$ cat src/rtl/s2mm_pkg.sv
// Shared types and the configuration legality check for the ping-pong stream writer.
package s2mm_pkg;

  typedef enum logic [1:0] {
    BUF_FREE,
    BUF_FILLING,
    BUF_FULL,
    BUF_BUSY
  } buf_state_t;

  typedef enum logic {
    MODE_COL,
    MODE_ROW
  } mode_t;

  // True when an R x C batch fits the banked buffer in the requested mode.
  // Only evaluated once per batch, so the multiply stays off the per-beat path.
  function automatic logic cfg_legal(input logic [31:0] rows, input logic [31:0] cols,
                                     input logic mode, input int unsigned n_bank,
                                     input int unsigned addr_w);
    longint unsigned words;
    longint unsigned limit;
    logic            ok;
    words = 64'(0);
    limit = 64'(1) << addr_w;
    if (rows == 32'd0 || cols == 32'd0) begin
      ok = 1'b0;
    end else if (mode == 1'b0) begin
      ok    = (cols % n_bank) == 32'd0;
      words = 64'(rows) * 64'(cols / n_bank);
    end else begin
      ok    = (rows % n_bank) == 32'd0;
      words = 64'(rows / n_bank) * 64'(cols);
    end
    return ok && (words <= limit);
  endfunction

endpackage

$ cat src/rtl/s2mm_addr_gen.sv
// Row/column counters with incremental bank/address generation for one batch.
module s2mm_addr_gen
  import s2mm_pkg::*;
#(
  parameter int unsigned N_BANK       = 4,
  parameter int unsigned ADDR_W       = 12,
  parameter int unsigned MATRIXSIZE_W = 16,
  localparam int unsigned BANK_W      = $clog2(N_BANK)
) (
  input  logic                    clk,
  input  logic                    rst_n,
  input  logic                    beat_i,
  input  logic                    clear_i,
  input  logic [MATRIXSIZE_W-1:0] rows_i,
  input  logic [MATRIXSIZE_W-1:0] cols_i,
  input  mode_t                   mode_i,
  output logic [BANK_W-1:0]       bank_o,
  output logic [ADDR_W-1:0]       addr_o,
  output logic                    last_expected_o
);

  logic [MATRIXSIZE_W-1:0] i_q, i_d;
  logic [MATRIXSIZE_W-1:0] j_q, j_d;
  // Address of element (i, 0) in the current bank row; advanced on column wrap.
  logic [ADDR_W-1:0]       base_q, base_d;
  logic [ADDR_W-1:0]       base_inc;
  logic                    j_wrap;
  logic                    row_group_end;

  assign j_wrap        = (j_q == cols_i - MATRIXSIZE_W'(1));
  assign row_group_end = (i_q[BANK_W-1:0] == {BANK_W{1'b1}});

  // Bank/address of the current beat and the base step for the next row.
  always_comb begin
    bank_o   = '0;
    addr_o   = '0;
    base_inc = '0;
    if (mode_i == MODE_COL) begin
      bank_o   = j_q[BANK_W-1:0];
      addr_o   = base_q + ADDR_W'(j_q >> BANK_W);
      base_inc = ADDR_W'(cols_i >> BANK_W);
    end else begin
      bank_o   = i_q[BANK_W-1:0];
      addr_o   = base_q + ADDR_W'(j_q);
      // Every bank has received one full row: move to the next bank row.
      base_inc = row_group_end ? ADDR_W'(cols_i) : '0;
    end
  end

  assign last_expected_o = (rows_i != '0) && (cols_i != '0) && j_wrap &&
                           (i_q == rows_i - MATRIXSIZE_W'(1));

  // Counter advance; clear wins so the closing beat restarts the next batch at (0, 0).
  always_comb begin
    i_d    = i_q;
    j_d    = j_q;
    base_d = base_q;
    if (clear_i) begin
      i_d    = '0;
      j_d    = '0;
      base_d = '0;
    end else if (beat_i) begin
      if (j_wrap) begin
        j_d    = '0;
        i_d    = i_q + MATRIXSIZE_W'(1);
        base_d = base_q + base_inc;
      end else begin
        j_d = j_q + MATRIXSIZE_W'(1);
      end
    end
  end

  // Counter state.
  always_ff @(posedge clk or negedge rst_n) begin
    if (!rst_n) begin
      i_q    <= '0;
      j_q    <= '0;
      base_q <= '0;
    end else begin
      i_q    <= i_d;
      j_q    <= j_d;
      base_q <= base_d;
    end
  end

endmodule

$ cat src/rtl/s2mm_pingpong_writer.sv
// AXI-Stream to banked memory writer with two ping-pong buffer halves.
module s2mm_pingpong_writer
  import s2mm_pkg::*;
#(
  parameter int unsigned D_W          = 8,
  parameter int unsigned N_BANK       = 4,
  parameter int unsigned ADDR_W       = 12,
  parameter int unsigned MATRIXSIZE_W = 16
) (
  input  logic                    clk,
  input  logic                    rst_n,
  input  logic [D_W-1:0]          s_axis_tdata,
  input  logic                    s_axis_tvalid,
  output logic                    s_axis_tready,
  input  logic                    s_axis_tlast,
  input  logic [MATRIXSIZE_W-1:0] cfg_rows,
  input  logic [MATRIXSIZE_W-1:0] cfg_cols,
  input  logic                    cfg_mode,
  output logic [N_BANK-1:0]       wr_en,
  output logic [ADDR_W:0]         wr_addr,
  output logic [D_W-1:0]          wr_data,
  output logic                    rd_valid,
  input  logic                    rd_ready,
  output logic                    rd_buf,
  input  logic                    rd_done,
  output logic                    len_err,
  output logic                    cfg_err,
  input  logic                    err_clr
);

  localparam int unsigned BANK_W = $clog2(N_BANK);

  buf_state_t              buf_q [2];
  buf_state_t              buf_d [2];
  logic                    wr_sel_q, wr_sel_d;
  logic                    rd_buf_q, rd_buf_d;
  logic                    init_q;
  logic [MATRIXSIZE_W-1:0] rows_q, cols_q;
  mode_t                   mode_q;
  logic                    legal_q;
  logic [N_BANK-1:0]       wr_en_q;
  logic [ADDR_W:0]         wr_addr_q;
  logic [D_W-1:0]          wr_data_q;
  logic                    len_err_q, len_err_d;
  logic                    cfg_err_q, cfg_err_d;

  logic                    accept, first, close, release_rd;
  logic [MATRIXSIZE_W-1:0] rows_e, cols_e;
  mode_t                   mode_e;
  logic                    legal_e;
  logic [BANK_W-1:0]       bank;
  logic [ADDR_W-1:0]       addr;
  logic                    last_exp;

  // init_q keeps tready low until the first edge after reset release.
  assign s_axis_tready = init_q &&
                         (buf_q[wr_sel_q] == BUF_FREE || buf_q[wr_sel_q] == BUF_FILLING);
  assign accept        = s_axis_tvalid && s_axis_tready;
  assign first         = accept && (buf_q[wr_sel_q] == BUF_FREE);

  // The first beat of a batch uses the live cfg; later beats use the latched copy.
  assign rows_e  = first ? cfg_rows : rows_q;
  assign cols_e  = first ? cfg_cols : cols_q;
  assign mode_e  = first ? mode_t'(cfg_mode) : mode_q;
  assign legal_e = first ? cfg_legal(32'(cfg_rows), 32'(cfg_cols), cfg_mode, N_BANK, ADDR_W)
                         : legal_q;

  assign close      = accept && (s_axis_tlast || last_exp);
  assign release_rd = rd_done && (buf_q[rd_buf_q] == BUF_BUSY);

  s2mm_addr_gen #(
    .N_BANK       (N_BANK),
    .ADDR_W       (ADDR_W),
    .MATRIXSIZE_W (MATRIXSIZE_W)
  ) u_addr_gen (
    .clk             (clk),
    .rst_n           (rst_n),
    .beat_i          (accept),
    .clear_i         (close),
    .rows_i          (rows_e),
    .cols_i          (cols_e),
    .mode_i          (mode_e),
    .bank_o          (bank),
    .addr_o          (addr),
    .last_expected_o (last_exp)
  );

  // Buffer FSMs: the write side only moves FREE/FILLING, the read side only FULL/BUSY,
  // so both sides can act on the two buffers in the same cycle without conflict.
  always_comb begin
    for (int b = 0; b < 2; b++) begin
      buf_d[b] = buf_q[b];
      if (accept && wr_sel_q == 1'(b)) begin
        if (close) buf_d[b] = legal_e ? BUF_FULL : BUF_FREE;
        else       buf_d[b] = BUF_FILLING;
      end
      if (rd_buf_q == 1'(b)) begin
        if (buf_q[b] == BUF_FULL && rd_ready)     buf_d[b] = BUF_BUSY;
        else if (buf_q[b] == BUF_BUSY && rd_done) buf_d[b] = BUF_FREE;
      end
    end
    wr_sel_d = wr_sel_q ^ close;
    rd_buf_d = rd_buf_q ^ release_rd;
  end

  // Sticky errors; a same-cycle clear wins over a new error.
  always_comb begin
    len_err_d = len_err_q | (close && (s_axis_tlast != last_exp));
    cfg_err_d = cfg_err_q | (first && !legal_e);
    if (err_clr) begin
      len_err_d = 1'b0;
      cfg_err_d = 1'b0;
    end
  end

  // Buffer/handshake state and error flags.
  always_ff @(posedge clk or negedge rst_n) begin
    if (!rst_n) begin
      buf_q[0]  <= BUF_FREE;
      buf_q[1]  <= BUF_FREE;
      wr_sel_q  <= 1'b0;
      rd_buf_q  <= 1'b0;
      init_q    <= 1'b0;
      len_err_q <= 1'b0;
      cfg_err_q <= 1'b0;
    end else begin
      buf_q     <= buf_d;
      wr_sel_q  <= wr_sel_d;
      rd_buf_q  <= rd_buf_d;
      init_q    <= 1'b1;
      len_err_q <= len_err_d;
      cfg_err_q <= cfg_err_d;
    end
  end

  // Batch configuration latch on the first accepted beat.
  always_ff @(posedge clk or negedge rst_n) begin
    if (!rst_n) begin
      rows_q  <= '0;
      cols_q  <= '0;
      mode_q  <= MODE_COL;
      legal_q <= 1'b0;
    end else if (first) begin
      rows_q  <= cfg_rows;
      cols_q  <= cfg_cols;
      mode_q  <= mode_t'(cfg_mode);
      legal_q <= legal_e;
    end
  end

  // Write-port register: one-cycle strobe per accepted beat of a legal batch.
  always_ff @(posedge clk or negedge rst_n) begin
    if (!rst_n) begin
      wr_en_q   <= '0;
      wr_addr_q <= '0;
      wr_data_q <= '0;
    end else begin
      wr_en_q <= (accept && legal_e) ? (N_BANK'(1) << bank) : '0;
      if (accept) begin
        wr_addr_q <= {wr_sel_q, addr};
        wr_data_q <= s_axis_tdata;
      end
    end
  end

  assign wr_en    = wr_en_q;
  assign wr_addr  = wr_addr_q;
  assign wr_data  = wr_data_q;
  assign rd_valid = (buf_q[rd_buf_q] == BUF_FULL);
  assign rd_buf   = rd_buf_q;
  assign len_err  = len_err_q;
  assign cfg_err  = cfg_err_q;

endmodule

$ cat config.mk
export PLATFORM = sky130hd
export DESIGN_NAME = s2mm_pingpong_writer
export DESIGN_NICKNAME = d
export VERILOG_FILES = /design/src/rtl/s2mm_pkg.sv /design/src/rtl/s2mm_addr_gen.sv /design/src/rtl/s2mm_pingpong_writer.sv
export SDC_FILE = /design/constraint.sdc
export NUM_CORES = 1
export LEC_CHECK = 0
export CAP_MARGIN = 20
export CORE_AREA = 4 4 316 240
export DETAILED_ROUTE_END_ITERATION = 12
export DIE_AREA = 0 0 320 244
export PLACE_DENSITY = 0.43
export SLEW_MARGIN = 15
export SYNTH_ARGS = -nofsm -noshare
export SYNTH_HDL_FRONTEND = slang
export SYNTH_SLANG_ARGS = --single-unit
$ cat constraint.sdc
create_clock -name clk -period 14.2 [get_ports clk]
set_input_delay 2.13 -clock clk [delete_from_list [all_inputs] [get_ports clk]]
set_output_delay 2.13 -clock clk [all_outputs]
set_load 0.1 [all_outputs]
After elaboration in Yosys (flattened, before gate mapping)
Index checks and enable logic that the tools add are counted.

Bits in registers: 112. Input port bits: 48.

Equal/unequal tests: 11. Reduce and logical (&&, ||, !) cells: 32. $mul: 2. Mux-type cells: 40. Bitwise operators: 7. Shift operators: 1. Add/sub/neg operators: 7. $lt $le $gt $ge: 3.

Operator list (number): 16-bit two-way mux (8); 12-bit two-way mux (6); 64-bit by 13-bit <= comparator with 1-bit output (second input constant) (1); 32-bit logical NOT (2); 64-bit two-way mux (1); 12-bit adder (3); 2-bit two-way mux (17); 16-bit by 1-bit adder with 16-bit output (second input constant) (2); 16-bit equality test (2); 16-bit logical NOT (2); 16-bit nonzero test (2); 16-bit by 1-bit subtractor with 16-bit output (second input constant) (2); 14-bit by 16-bit multiplier with 30-bit output (1); 16-bit by 14-bit multiplier with 30-bit output (1); 30-bit two-way mux (1); 1-bit logical AND (18); 2-bit equality test (second input constant) (7); 1-bit two-way mux (6); 2-bit >= comparator (second input constant) (2); 4-bit two-way mux (1); 1-bit NOT with 2-bit output (2); 2-bit nonzero test (2); 1-bit by 2-bit << shifter with 4-bit output (first input constant) (1); 1-bit logical OR (3); other kinds (8) (10).

Depth between registers and ports, before layout
Word-level depth: 21. Depth in mapped cells: 30. Gate-level depth less buffers: 27.

Cells and area by module
From an unflattened synthesis, not the netlist that was laid out.

Cells, all modules: 2529. Area total of the unflattened synthesis: 22034.9 um^2.

Modules (own cells, without submodules): s2mm_pingpong_writer (instances 1, area each 17376.7 um^2, seq. area each 1701.6 um^2, cells an instance 1946); s2mm_addr_gen (instances 1, area each 4658.2 um^2, seq. area each 1101.1 um^2, cells an instance 583).

Worst setup path after synthesis
OpenSTA, ideal clock, no wires.

Kind: input port to flip-flop. Start point: in cfg_rows[6]. End point: reg cfg_err_q, in the netlist cfg_err. Stages on the path: 26. Data arrival time: 8757 ps. Library setup time: 129 ps. Slack: 5314 ps. Buffers on the path: 3. Cells stage by stage: clkbuf_1 > clkbuf_1 > nand2_1 > fa_1 > inv_1 > fa_1 > inv_1 > fa_1 > inv_1 > ha_1 > inv_1 > fa_1 > inv_1 > fa_1 > ha_1 > clkbuf_1 > inv_1 > nor4_1 > a21oi_1 > o31ai_1 > a31oi_1 > xnor2_1 > or4_1 > or4_1 > a221oi_1 > nor3_1.

Cells in the longest elaborated chain, start to end: 10. Elaborated cells between the ends (all ways): 14. Classes of those cells: 2 x mul; 1 x order compare; 5 x mux; 1 x bitwise; 5 x reduce/logical.

Ends and longest elaborated chain: start: declaration (RTL line s2mm_pingpong_writer.sv:16) `input logic [MATRIXSIZE_W-1:0] cfg_rows,`; 14-bit by 16-bit multiplier with 30-bit output, or another cell as far along (RTL line s2mm_pkg.sv:33) `words = 64'(rows / n_bank) * 64'(cols);`; 30-bit two-way mux or 1-bit logical OR (tied branches) (RTL line s2mm_pkg.sv:28, s2mm_pkg.sv:26); 64-bit two-way mux (RTL line s2mm_pkg.sv:26) `if (rows == 32'd0 || cols == 32'd0) begin`; 64-bit by 13-bit <= comparator with 1-bit output (RTL line s2mm_pkg.sv:35) `return ok && (words <= limit);`; 1-bit logical AND * (RTL line s2mm_pkg.sv:35); 1-bit two-way mux * (RTL line s2mm_pingpong_writer.sv:65) `assign legal_e = first ? cfg_legal(32'(cfg_rows), 32'(cfg_cols), cfg_mode, N_BANK, ADDR_W)`; 1-bit logical NOT * (RTL line s2mm_pingpong_writer.sv:109) `cfg_err_d = cfg_err_q | (first && !legal_e);`; 1-bit logical AND * (RTL line s2mm_pingpong_writer.sv:109); 1-bit bitwise OR * (RTL line s2mm_pingpong_writer.sv:109); 1-bit two-way mux * (RTL line s2mm_pingpong_writer.sv:110) `if (err_clr) begin`; via cfg_err_d (RTL line s2mm_pingpong_writer.sv:45) `logic cfg_err_q, cfg_err_d;`; end signal: assignment (RTL line s2mm_pingpong_writer.sv:132) `cfg_err_q <= cfg_err_d;`; end: declaration (RTL line s2mm_pingpong_writer.sv:45).

The timed path passes the listed nets; every way through them passes the cells marked *. A chain may end at the register's enable or synchronous reset.

==> impl_metrics.xml <==
<?xml version="1.0" encoding="UTF-8"?>
<metrics>
  <group name="cts">
    <metric name="cts_inserted_buffers" unit="">9</metric>
    <metric name="cts.reportedPaths.clkPinSlew" unit="ns">0.07</metric>
    <metric name="post_cts_resized" unit="">0</metric>
    <metric name="holdBufCountCts" unit="">0</metric>
    <metric name="clk_path_buf_depth" unit="">2</metric>
    <metric name="clock_insertion_delay_worst_skew" unit="ns">0.37</metric>
    <metric name="cts_setup_buffers" unit="">0</metric>
    <metric name="htreeDepth" unit="">3</metric>
    <metric name="clkSinkCount" unit="">112</metric>
    <metric name="ctsRootBufferMaster" unit="">clkbuf_16</metric>
    <metric name="cts_tree" unit="">yes</metric>
  </group>
  <group name="yosys">
    <metric name="ys.warnings.count" unit="">0</metric>
    <metric name="synth_area_leader_cell" unit="">fa_1</metric>
    <metric name="synth_sequential_area_ratio" unit="">0.129</metric>
    <metric name="most_frequently_used_flop_master_after_synthesis" unit="">dfrtp_1</metric>
    <metric name="synthesis.nets" unit="">3100</metric>
    <metric name="synthDominantCellAreaShare" unit="">0.292</metric>
    <metric name="synth_top_cells_by_area" unit="">fa_1 29%, dfrtp_1 13%, ha_1 12%, inv_1 8.4%, nand2_1 5.6%</metric>
    <metric name="synth_async_sr_flop_share" unit="">1.00</metric>
    <metric name="synth_enable_flop_cells" unit="">0</metric>
    <metric name="synthDistinctLibCells" unit="">83</metric>
    <metric name="synthesis.area_per_instance" unit="um2">8.60</metric>
    <metric name="syn-instance-count" unit="">2520</metric>
    <metric name="synth.cell_area" unit="um2">21700</metric>
    <metric name="yosys_register_bits" unit="">112</metric>
  </group>
  <group name="sta">
    <metric name="setup_tns" unit="ns">0</metric>
    <metric name="grt_setup_unrepaired" unit="">false</metric>
    <metric name="max_freq" unit="GHz">0.0978</metric>
    <metric name="maxSlewHeadroom" unit="">0.217</metric>
    <metric name="report.final.slew_viol_count" unit="">0</metric>
    <metric name="worst_pin_slew" unit="ns">1.17</metric>
    <metric name="minimum_period_implied_by_the_final_worst_setup_slack" unit="ns">10.22</metric>
    <metric name="period_share" unit="">0.720</metric>
    <metric name="worst_hold_slack" unit="ns">0.479</metric>
    <metric name="setup_viol_count_final" unit="">0</metric>
    <metric name="hold_violations" unit="">0</metric>
    <metric name="clock-skew-final" unit="ns">0.0135</metric>
  </group>
  <group name="critical_path">
    <metric name="worstPathRequired" unit="ns">14.46</metric>
    <metric name="end_kind" unit="">flop</metric>
    <metric name="critPathArrivalTime" unit="ns">10.48</metric>
    <metric name="timing.setup.critical_path_class" unit="">input pin to flop</metric>
    <metric name="setup.worst_path.start" unit="">cfg_rows[4]</metric>
    <metric name="worst_setup_path_start_kind" unit="">input pin</metric>
    <metric name="crit_fanout" unit="">19</metric>
    <metric name="reg2reg_from" unit="">wr_sel_q</metric>
  </group>
  <group name="detailed_routing">
    <metric name="ant_nets" unit="">0</metric>
    <metric name="drt_drc_violations_left" unit="">0</metric>
    <metric name="vias" unit="">17200</metric>
    <metric name="detailedRoute.firstPassIterationCount" unit="">5</metric>
    <metric name="detail_route.wl_per_cell" unit="um">18.7</metric>
    <metric name="route.detailed.vias_per_inst" unit="">4.89</metric>
    <metric name="drt_first_iter_violations" unit="">993</metric>
    <metric name="drt-total-wl" unit="um">65700</metric>
  </group>
  <group name="floorplanning">
    <metric name="die_area" unit="um2">78100</metric>
    <metric name="std_cell_rows" unit="">86</metric>
    <metric name="die_height" unit="um">244</metric>
    <metric name="floorplan.die.width" unit="um">320</metric>
    <metric name="top_level_ports" unit="">78</metric>
    <metric name="area_of_the_placeable_core" unit="um2">72800</metric>
    <metric name="effective_utilization_at_floorplan" unit="">0.297</metric>
  </group>
  <group name="place">
    <metric name="gpl.final_weighted_congestion" unit="">0.902</metric>
    <metric name="post-place-cells" unit="">3495</metric>
    <metric name="buffer_ports.inserted" unit="">77</metric>
    <metric name="dp.final_hpwl" unit="um">54500</metric>
  </group>
  <group name="global_route">
    <metric name="globalRouteTotalUtil" unit="">0.170</metric>
    <metric name="antenna_found_initial" unit="">0</metric>
    <metric name="grt_pass1_wl" unit="um">105000</metric>
    <metric name="globalRoute.totalOverflow" unit="">0</metric>
    <metric name="number_of_global_route_vias_before_repair" unit="">17900</metric>
    <metric name="grt_max_degree" unit="">58</metric>
  </group>
  <group name="cells_and_area">
    <metric name="stdcell_count" unit="">3513</metric>
    <metric name="fraction_of_final_layout_cells_with_drive_strength_greater_than_1" unit="">0.0315</metric>
    <metric name="layout-area-overhead-vs-synth" unit="%">9.95</metric>
    <metric name="final_net_count" unit="">3118</metric>
  </group>
  <group name="status">
    <metric name="status" unit="">finished clean</metric>
  </group>
  <group name="hold_path">
    <metric name="timing.hold.worst.start" unit="">wr_data[1]</metric>
    <metric name="hold_path.class" unit="">flop to flop</metric>
  </group>
  <group name="job">
    <metric name="max_cap_viol_count" unit="">0</metric>
  </group>
</metrics>
## path summary, 6_finish.rpt
path,endpoint,slack [ns],cells after the start
max in group asynchronous,rows_q[5],11.04,2
worst min register to register,wr_data[1],0.48,2
min in group asynchronous,u_addr_gen.base_q[4],1.85,1
worst max register to register,u_addr_gen.i_q[0],7.43,19
worst min-delay path,wr_data[1],0.48,2
worst max-delay path,buf_q[3],3.98,23
## sequential cells by signal, indices dropped and copies added, names as in the netlist
name               flops
cols_q                16
rows_q                16
u_addr_gen.i_q        16
u_addr_gen.j_q        16
wr_addr               13
u_addr_gen.base_q     12
wr_data                8
buf_q                  4
wr_en                  4
cfg_err                1
init_q                 1
legal_q                1
len_err                1
mode_q                 1
rd_buf                 1
wr_sel_q               1
## cells by family after synthesis
kind of cell / after synthesis / share of synthesized area
compound gates: 352 / 0.107
xor+xnor: 124 / 0.0508
fa+ha+maj: 532 / 0.417
buf+inv: 591 / 0.104
flops: 112 / 0.129
mux: 38 / 0.0187
other cells: 1 / 0.000173
simple gates: 770 / 0.174
## metrics by stage
stage,utilization,area [um2],setup WS (ns)
4_1_cts,0.327,23800,4.11
3_3_place_gp,0.322,23500,3.76
6_report,0.327,23800,3.98
5_1_grt,0.327,23800,3.61
3_5_place_dp,0.323,23500,3.71
2_1_floorplan,-,21700,5.31
## area by class of cell
| type | count | area, um2 |
|---|---|---|
| inverter | 486 | 1820 |
| timing repair buffer | 112 | 1060 |
| sequential | 112 | 2800 |
| clock buffer | 11 | 243 |
| tap | 968 | 1210 |
| multi-input combinational | 1817 | 16600 |
| clock inverter | 5 | 53.8 |
| fill | 7688 | 49000 |
| antenna | 2 | 5.00 |
## synthesized netlist by cell type, types with 18 or more instances
library cell / n
o21ai_0: 84
a21oi_1: 82
dfrtp_1: 112
and2_1: 140
nand4_1: 18
xor2_1: 48
nor3_1: 42
xnor2_1: 75
ha_1: 216
nor2_1: 88
nor4_1: 23
mux2i_1: 27
fa_1: 316
nand2_1: 321
clkbuf_1: 93
a21o_1: 25
inv_1: 483
nand3_1: 52
## critical path, stage by stage
cell and delay, ns:
clkdlybuf4s50_1 1.19, nand2_1 0.28, fa_1 0.60, inv_1 0.05, fa_1 0.49, inv_1 0.05, fa_1 0.52, fa_1 0.44
fa_1 0.55, inv_1 0.05, fa_1 0.45, ha_1 0.40, nand2_1 0.13, nor4_1 0.24, a21oi_1 0.21, o31ai_1 0.65
a31oi_1 0.21, xnor2_1 0.16, or4_1 0.58, nor4_1 0.33, a32oi_1 0.16, o31a_1 0.28, o41ai_1 0.29
## placed cells by master, fill, tap and decap left out, types with 6 or more instances in the layout
cell type,count
a211oi_1,12
nand2b_1,7
or4_1,11
ha_1,216
or2_2,6
a22o_1,11
fa_1,316
nor2b_1,9
nor2_1,88
or3_1,15
a31oi_1,14
nand3_1,52
nand2_1,320
clkbuf_16,9
mux2i_1,26
o31a_1,6
mux2_2,7
o21a_1,13
a21oi_1,82
buf_4,34
nor3b_1,6
clkdlybuf4s50_1,76
and3_1,12
xnor2_1,75
and2_1,140
nor4_1,23
o21ai_0,84
dfrtp_1,112
o211ai_1,12
a21o_1,25
nand4_1,18
inv_1,483
xor2_1,48
o21bai_1,13
nor3_1,42
o41ai_1,7
o31ai_1,13
## routing by layer
| layer | share of wire | track usage | vias to the layer above |
|---|---|---|---|
| met1 | 0.53 | 0.273 | 8639 |
| li1 | - | - | 8129 |
| met5 | 0 | 0 | - |
| met4 | 0.0088 | 0.0181 | 0 |
| met2 | 0.42 | 0.248 | 364 |
| met3 | 0.045 | 0.0233 | 38 |
Power is left out: the tool's default activity adds up to more than one toggle a clock period on the data nets, which glitch-free logic cannot reach.
